==> src/rtl/mem_arbiter_pkg.sv <==
// Shared types and constants for the fetch/data memory arbiter.
// State encoding, abort read pattern and default wait limit.
package mem_arbiter_pkg;

    typedef enum logic [1:0] {
        IDLE    = 2'd0,
        SERV_IF = 2'd1,
        SERV_DM = 2'd2
    } state_t;

    localparam logic [31:0] ABORT_DATA   = 32'hDEAD_BEEF;
    localparam int          DEF_MAX_WAIT = 15;

endpackage

==> src/rtl/mem_arbiter_if.sv <==
// Bundle of requester and single-port memory signals around the arbiter.
// slave = arbiter view, master = surrounding pipeline/memory view.
interface mem_arbiter_if;

    logic        if_req;
    logic [31:0] if_addr;
    logic        if_ack;

    logic        dm_req;
    logic        dm_we;
    logic [31:0] dm_addr;
    logic [31:0] dm_wdata;
    logic        dm_ack;

    logic [31:0] rdata;
    logic        err;

    logic        mem_req;
    logic        mem_we;
    logic [31:0] mem_addr;
    logic [31:0] mem_wdata;
    logic [31:0] mem_rdata;
    logic        mem_ready;

    modport slave (
        input  if_req, if_addr,
        input  dm_req, dm_we, dm_addr, dm_wdata,
        input  mem_rdata, mem_ready,
        output if_ack, dm_ack, rdata, err,
        output mem_req, mem_we, mem_addr, mem_wdata
    );

    modport master (
        output if_req, if_addr,
        output dm_req, dm_we, dm_addr, dm_wdata,
        output mem_rdata, mem_ready,
        input  if_ack, dm_ack, rdata, err,
        input  mem_req, mem_we, mem_addr, mem_wdata
    );

endinterface

==> src/rtl/mem_arbiter_arb_pick.sv <==
// Grant selection between fetch and data requests.
// ARB_RR_EN: alternate on contention; otherwise data always wins.
module arb_pick (
    input  logic if_req,
    input  logic dm_req,
    input  logic last_dm,
    output logic grant_if,
    output logic grant_dm
);

`ifdef ARB_RR_EN
    always_comb begin
        grant_if = 1'b0;
        grant_dm = 1'b0;
        if (if_req && dm_req) begin
            grant_if = last_dm;
            grant_dm = !last_dm;
        end else begin
            grant_if = if_req;
            grant_dm = dm_req;
        end
    end
`else
    logic unused_last;
    assign unused_last = last_dm;
    assign grant_dm    = dm_req;
    assign grant_if    = if_req && !dm_req;
`endif

endmodule

==> src/rtl/mem_arbiter.sv <==
// Arbitrates fetch and data accesses onto one single-port memory.
// Optional round-robin contention policy via ARB_RR_EN.
module mem_arbiter
    import mem_arbiter_pkg::*;
#(
    parameter int MAX_WAIT = DEF_MAX_WAIT
) (
    input logic          clock,
    input logic          reset,
    mem_arbiter_if.slave bus
);

    localparam logic [3:0] LIMIT = 4'(MAX_WAIT);

    state_t      state;
    state_t      state_nxt;
    logic [3:0]  cnt;
    logic [3:0]  cnt_inc;
    logic        last_dm;
    logic [31:0] addr_q;
    logic [31:0] wdata_q;
    logic        we_q;

    logic        req_if;
    logic        req_dm;
    logic        grant_if;
    logic        grant_dm;
    logic        serving;
    logic        abort;
    logic        finish;

    // A request still high in its own ack cycle is the finished one.
    assign req_if  = bus.if_req && !bus.if_ack;
    assign req_dm  = bus.dm_req && !bus.dm_ack;

    assign serving = (state != IDLE);
    assign cnt_inc = cnt + 4'd1;
    assign abort   = serving && !bus.mem_ready && (cnt_inc == LIMIT);
    assign finish  = serving && (bus.mem_ready || abort);

    arb_pick u_pick (
        .if_req   (req_if),
        .dm_req   (req_dm),
        .last_dm  (last_dm),
        .grant_if (grant_if),
        .grant_dm (grant_dm)
    );

    always_ff @(posedge clock or posedge reset) begin
        if (reset) begin
            state <= IDLE;
        end else begin
            state <= state_nxt;
        end
    end

    always_comb begin
        state_nxt = state;
        unique case (state)
            IDLE: begin
                if (grant_dm) begin
                    state_nxt = SERV_DM;
                end else if (grant_if) begin
                    state_nxt = SERV_IF;
                end
            end
            SERV_IF, SERV_DM: begin
                if (finish) begin
                    state_nxt = IDLE;
                end
            end
            default: state_nxt = IDLE;
        endcase
    end

    always_comb begin
        bus.mem_req   = serving;
        bus.mem_we    = serving && we_q;
        bus.mem_addr  = addr_q;
        bus.mem_wdata = wdata_q;
    end

    always_ff @(posedge clock or posedge reset) begin
        if (reset) begin
            addr_q     <= '0;
            wdata_q    <= '0;
            we_q       <= 1'b0;
            cnt        <= '0;
            last_dm    <= 1'b0;
            bus.if_ack <= 1'b0;
            bus.dm_ack <= 1'b0;
            bus.err    <= 1'b0;
            bus.rdata  <= '0;
        end else begin
            bus.if_ack <= 1'b0;
            bus.dm_ack <= 1'b0;
            bus.err    <= 1'b0;
            if (!serving) begin
                if (grant_dm) begin
                    addr_q  <= bus.dm_addr;
                    we_q    <= bus.dm_we;
                    wdata_q <= bus.dm_wdata;
                    cnt     <= '0;
                end else if (grant_if) begin
                    addr_q  <= bus.if_addr;
                    we_q    <= 1'b0;
                    cnt     <= '0;
                end
            end else begin
                if (!bus.mem_ready) begin
                    cnt <= cnt_inc;
                end
                if (finish) begin
                    bus.if_ack <= (state == SERV_IF);
                    bus.dm_ack <= (state == SERV_DM);
                    bus.err    <= abort;
                    last_dm    <= (state == SERV_DM);
                    if (abort) begin
                        bus.rdata <= ABORT_DATA;
                    end else if (!we_q) begin
                        bus.rdata <= bus.mem_rdata;
                    end
                end
            end
        end
    end

endmodule

==> src/flat_wrapper.sv <==
// flat-port wrapper written by rule: the top's interface ports become plain ports
module mem_arbiter_flat import mem_arbiter_pkg::*;
#(
    parameter int MAX_WAIT = DEF_MAX_WAIT
)
  (clock, reset, bus_if_req, bus_if_addr, bus_dm_req, bus_dm_we, bus_dm_addr, bus_dm_wdata, bus_mem_rdata, bus_mem_ready, bus_if_ack, bus_dm_ack, bus_rdata, bus_err, bus_mem_req, bus_mem_we, bus_mem_addr, bus_mem_wdata);
  mem_arbiter_if bus_i ();
  input logic clock;
  input logic reset;
  input wire logic [$bits(bus_i.if_req)-1:0] bus_if_req;
  input wire logic [$bits(bus_i.if_addr)-1:0] bus_if_addr;
  input wire logic [$bits(bus_i.dm_req)-1:0] bus_dm_req;
  input wire logic [$bits(bus_i.dm_we)-1:0] bus_dm_we;
  input wire logic [$bits(bus_i.dm_addr)-1:0] bus_dm_addr;
  input wire logic [$bits(bus_i.dm_wdata)-1:0] bus_dm_wdata;
  input wire logic [$bits(bus_i.mem_rdata)-1:0] bus_mem_rdata;
  input wire logic [$bits(bus_i.mem_ready)-1:0] bus_mem_ready;
  output wire logic [$bits(bus_i.if_ack)-1:0] bus_if_ack;
  output wire logic [$bits(bus_i.dm_ack)-1:0] bus_dm_ack;
  output wire logic [$bits(bus_i.rdata)-1:0] bus_rdata;
  output wire logic [$bits(bus_i.err)-1:0] bus_err;
  output wire logic [$bits(bus_i.mem_req)-1:0] bus_mem_req;
  output wire logic [$bits(bus_i.mem_we)-1:0] bus_mem_we;
  output wire logic [$bits(bus_i.mem_addr)-1:0] bus_mem_addr;
  output wire logic [$bits(bus_i.mem_wdata)-1:0] bus_mem_wdata;
  assign bus_i.if_req = bus_if_req;
  assign bus_i.if_addr = bus_if_addr;
  assign bus_i.dm_req = bus_dm_req;
  assign bus_i.dm_we = bus_dm_we;
  assign bus_i.dm_addr = bus_dm_addr;
  assign bus_i.dm_wdata = bus_dm_wdata;
  assign bus_i.mem_rdata = bus_mem_rdata;
  assign bus_i.mem_ready = bus_mem_ready;
  assign bus_if_ack = bus_i.if_ack;
  assign bus_dm_ack = bus_i.dm_ack;
  assign bus_rdata = bus_i.rdata;
  assign bus_err = bus_i.err;
  assign bus_mem_req = bus_i.mem_req;
  assign bus_mem_we = bus_i.mem_we;
  assign bus_mem_addr = bus_i.mem_addr;
  assign bus_mem_wdata = bus_i.mem_wdata;
  mem_arbiter #(.MAX_WAIT(MAX_WAIT)) u_core (.clock(clock), .reset(reset), .bus(bus_i));
endmodule
==> config.mk <==
export PLATFORM = sky130hd
export DESIGN_NAME = mem_arbiter_flat
export DESIGN_NICKNAME = d
export VERILOG_FILES = /design/src/rtl/mem_arbiter_pkg.sv /design/src/rtl/mem_arbiter_if.sv /design/src/rtl/mem_arbiter_arb_pick.sv /design/src/rtl/mem_arbiter.sv /design/src/flat_wrapper.sv
export SDC_FILE = /design/constraint.sdc
export NUM_CORES = 1
export LEC_CHECK = 0
export ABC_AREA = 1
export CAP_MARGIN = 20
export CORE_ASPECT_RATIO = 1.2
export CORE_UTILIZATION = 42
export CTS_BUF_LIST = sky130_fd_sc_hd__clkbuf_8
export CTS_CLUSTER_DIAMETER = 100
export DETAILED_ROUTE_END_ITERATION = 10
export GPL_TIMING_DRIVEN = 0
export PLACE_DENSITY = 0.83
export SLEW_MARGIN = 0
export SYNTH_ARGS = -nofsm -noshare
export SYNTH_HDL_FRONTEND = slang
export SYNTH_SLANG_ARGS = --single-unit
==> constraint.sdc <==
create_clock -name clock -period 3.8 [get_ports clock]
set_clock_uncertainty 0.1 [all_clocks]
set_input_delay 0.57 -clock clock [delete_from_list [all_inputs] [get_ports clock]]
set_output_delay 0.57 -clock clock [all_outputs]
set_load 0.02 [all_outputs]
==> results.md <==
- The number of core rows is 42.
- Setup violations remaining at the end of the flow were counted as 0.
- The cell with the largest stage delay on the worst path is sky130_fd_sc_hd__clkdlybuf4s50_1.
- STA puts the critical path data required time at 3130 ps.
- The worst-case vdd ir drop is 0.3632 mV.
- Once placement completed, the tool counted placed cells totaling 901.
- The critical path startpoint is u_core.state[0].
- The diode insertion count for antenna repair is 0.
- The number of cells on the worst reg-to-reg path is 8.
- The cell that appears most often on the critical path is sky130_fd_sc_hd__inv_1.
- The launching point of the worst reg2reg path is u_core.state[0].
- The count of endpoints failing hold in the final timing report is 0.
- The maximum count of clock buffers along a single path is 2.
- The detailed router finished its first iteration with 158 violations.
- By startpoint and endpoint, the worst setup path is classified as register to output pin.
- Summed over all cells, the static leakage comes to 3.669 nW.
- The net count after synthesis is 674.
- The path type of the worst min-delay path is register to register.
- The congestion estimate from routability-driven global placement came to 0.8617.
- The minimum period implied by the final worst setup slack is 3194 ps.
- Setup repair after global routing left no endpoint under its margin.
- The share of the yosys chip area belonging to registers is 55.72%.
- The residual overflow from global routing is 0.
- Input and output buffers added on the ports amount to 233.
- The library cells used most frequently in the layout, excluding fill and tap cells, are sky130_fd_sc_hd__clkdlybuf4s50_1 (233), sky130_fd_sc_hd__nand2_1 (195), sky130_fd_sc_hd__dfrtp_1 (106), sky130_fd_sc_hd__inv_1 (43), sky130_fd_sc_hd__nor2_1 (37).
- The total standard cell area after synthesis is 0.004761 mm^2.
- STA classifies the critical path endpoint as an output pin.
- The aggregate negative setup slack is 0 ps.
- The synthesized flop and latch total is 106.
- The final critical path takes up 84.04% of the cycle.
- The maximum clock rate is 313.1 MHz.
- Clock-pin slew was measured on the worst setup and hold paths at 110 ps.
- The TritonCTS buffer count is 9.
- Measured against its own limit, the worst slew margin works out to 54.24%.
- Yosys mapped the design onto 23 distinct sky130hd cell types.
- The first-pass detailed-route iteration total is 4.
- After detailed routing, the number of vias per cell comes to 4.913.
- Leaving out filler cells and counting taps, the final layout contains 917.
- The average detailed-routed wire length per instance is 14.95 um.
- The power density over the cells is 762.7 mW/mm^2.
- The sink count of the clock tree is 106.
- Global routing used 23.95% of the available tracks across all layers.
- Relative to the synthesized area, the layout overhead comes to 57.29%.
- Measured along the x axis, the die boundary spans 99.19 um.
- The insertion delay to the later sink of the worst-skew pair is 360 ps.
- Across the run, the number of max-cap violations was 0.
- The share of layout cells above drive strength 1 is 6.115%.
- At the pin with the least slew margin, the transition time is 686.4 ps.
- The count of yosys warnings during synthesis is 0.
- The region available for standard cell placement spans 0.01104 mm^2.
- The max-slew violation total from the final report was 0.
- The startpoint kind of the worst setup timing path is a register.
- At the placement stage, the worst setup path has a slack of 1003 ps.
- At the end of the flow, the number of nets in the layout was 919.
- The number of gates resized after cts is 0.
- The post-CTS repair timing setup buffer count is 0.
- The arrival time of the worst setup path is 2520 ps.
- The placed wire-length estimate is 10,730 um.
- The full die area is 0.01177 mm^2.
- The global-route wire length before repair is 21,890 um.
- The vias after detailed routing is 4,505.
- During I/O placement, the number of pins put on the boundary was 235.
- CTS built an H-tree with a depth of 3.
- Entering global routing, the biggest net connects 55 pins.
- The detail route stage leaves a number of antenna-violating nets equal to 0.
- For this run, design rule violations remaining after detail routing come to 0.
- Walking the worst path, the cells encountered are inv_1 > ha_1 > inv_1 > buf_2 > clkbuf_1 > clkdlybuf4s50_1.
- TritonCTS built the clock tree.
- The synthesized area per cell is 8.899 um^2.
- For this configuration, the core starts out at a cell density of 43.14%.
- The height of the die is 118.6 um.
- In this design, the stage delay of the slowest critical-path cell is 690 ps.
- The depth of the worst hold-timing path is 2.
- The number of global-route vias before repair came to 4,616.
- The critical-path maximum fanout is 10.
- The total wirelength of the detailed-routed design is 13,710 um.
- Hold repair after CTS inserted 0 buffers.
- The tree is rooted in a sky130_fd_sc_hd__clkbuf_8.
- Leaving out fill and tap cells, the most frequent cell in the layout is sky130_fd_sc_hd__clkdlybuf4s50_1.
- In this run the most critical hold path is launched from u_core.bus.mem_wdata[0].
- The number of antenna violations at the first check in global routing was 0.
- The completed layout was analyzed and its total power is 5.711 mW.
- The gate count after technology mapping is 535.
- The worst path meets setup with 606.5 ps of slack.
- The run finished with clean final reports.
[per-stage QoR]
stage	hold WS [ps]	utilization, %	cell area, um^2
finish	379.8	67.86	7488
CTS	374.0	67.86	7488
global route	396.1	67.86	7488
floorplan	394.3	-	4761
global placement	354.6	65.77	7258
detailed placement	357.3	66.04	7288
[cell families (layout without fill, tap and decap cells)]
group / after synthesis / after routing / synth area share, %
buf+inv: 75 / 325 / 7.175
simple gates: 277 / 277 / 24.84
fa+ha+maj: 5 / 5 / 1.314
mux: 32 / 32 / 6.728
flops: 106 / 106 / 55.72
compound gates: 40 / 40 / 4.231
[power breakdown]
group | internal (mW) | switching [mW]
Combinational | 1.37 | 1.69
Sequential | 1.64 | 0.312
Clock | 0.311 | 0.392
Total | 3.32 | 2.39
[critical path: cells and delay by family (launching register included)]
kind | cells | cell delay, ps
adder cells (fa/ha/maj) | 1 | 250
buffers and inverters | 5 | 1520
flip-flops | 1 | 380
[synthesized netlist by cell type]
master | count | area share (%)
sky130_fd_sc_hd__o22ai_1 | 1 | 0.13
sky130_fd_sc_hd__nand3_4 | 1 | 0.37
sky130_fd_sc_hd__nor2_1 | 37 | 2.9
sky130_fd_sc_hd__clkbuf_1 | 8 | 0.63
sky130_fd_sc_hd__buf_4 | 3 | 0.47
sky130_fd_sc_hd__nand2_2 | 1 | 0.13
sky130_fd_sc_hd__nand3_1 | 4 | 0.42
sky130_fd_sc_hd__nor2_4 | 1 | 0.24
sky130_fd_sc_hd__nor2_2 | 1 | 0.13
sky130_fd_sc_hd__nand4_1 | 33 | 4.3
sky130_fd_sc_hd__ha_1 | 5 | 1.3
sky130_fd_sc_hd__nand2_4 | 3 | 0.71
sky130_fd_sc_hd__o21ai_1 | 1 | 0.11
sky130_fd_sc_hd__dfrtp_1 | 106 | 56
sky130_fd_sc_hd__nand2_1 | 195 | 15
sky130_fd_sc_hd__buf_2 | 15 | 1.6
sky130_fd_sc_hd__buf_6 | 4 | 0.95
sky130_fd_sc_hd__clkinv_1 | 1 | 0.079
sky130_fd_sc_hd__o21ai_0 | 6 | 0.63
sky130_fd_sc_hd__inv_1 | 44 | 3.5
sky130_fd_sc_hd__mux2i_1 | 32 | 6.7
sky130_fd_sc_hd__nand3_2 | 1 | 0.21
sky130_fd_sc_hd__a21oi_1 | 32 | 3.4
[state kept, by name (all words and copies together) (netlist names)]
name                  cells
u_core.we_q               1
u_core.cnt                4
u_core.bus.mem_wdata     32
u_core.bus.if_ack         1
u_core.state              2
u_core.bus.rdata         32
u_core.bus.mem_addr      32
u_core.bus.err            1
u_core.bus.dm_ack         1
[cell type report]
| cell class | count | area (um^2) |
|---|---|---|
| Clock buffer | 9 | 123.9 |
| Sequential cell | 106 | 2653 |
| Inverter | 45 | 171.4 |
| Timing Repair Buffer | 234 | 2360 |
| Clock inverter | 7 | 76.32 |
| Fill cell | 864 | 3547 |
| Buffer | 30 | 172.7 |
| Multi-Input combinational cell | 354 | 1767 |
| Tap cell | 132 | 165.2 |
[path summary, 6_finish.rpt]
check	slack, ps	endpoint
max in group asynchronous	2350	u_core.bus.rdata[16]
worst min register to register	380	u_core.bus.mem_wdata[0]
worst min-delay path	380	u_core.bus.mem_wdata[0]
worst max register to register	1610	u_core.bus.mem_wdata[20]
worst max-delay path	610	bus_mem_req
min in group asynchronous	540	u_core.bus.mem_wdata[5]
[metal layers]
metal / global-route usage [%] / wire (um) / share of wire, % / up-vias
met5: 0 / 0 / 0 / -
met2: 44.01 / 7184 / 52 / 198
met4: 10.02 / 340 / 2.5 / 0
met3: 4.376 / 947 / 6.9 / 28
li1: - / - / - / 2187
met1: 26.92 / 5241 / 38 / 2092
Note: power is estimated with default switching activity, not from simulation.
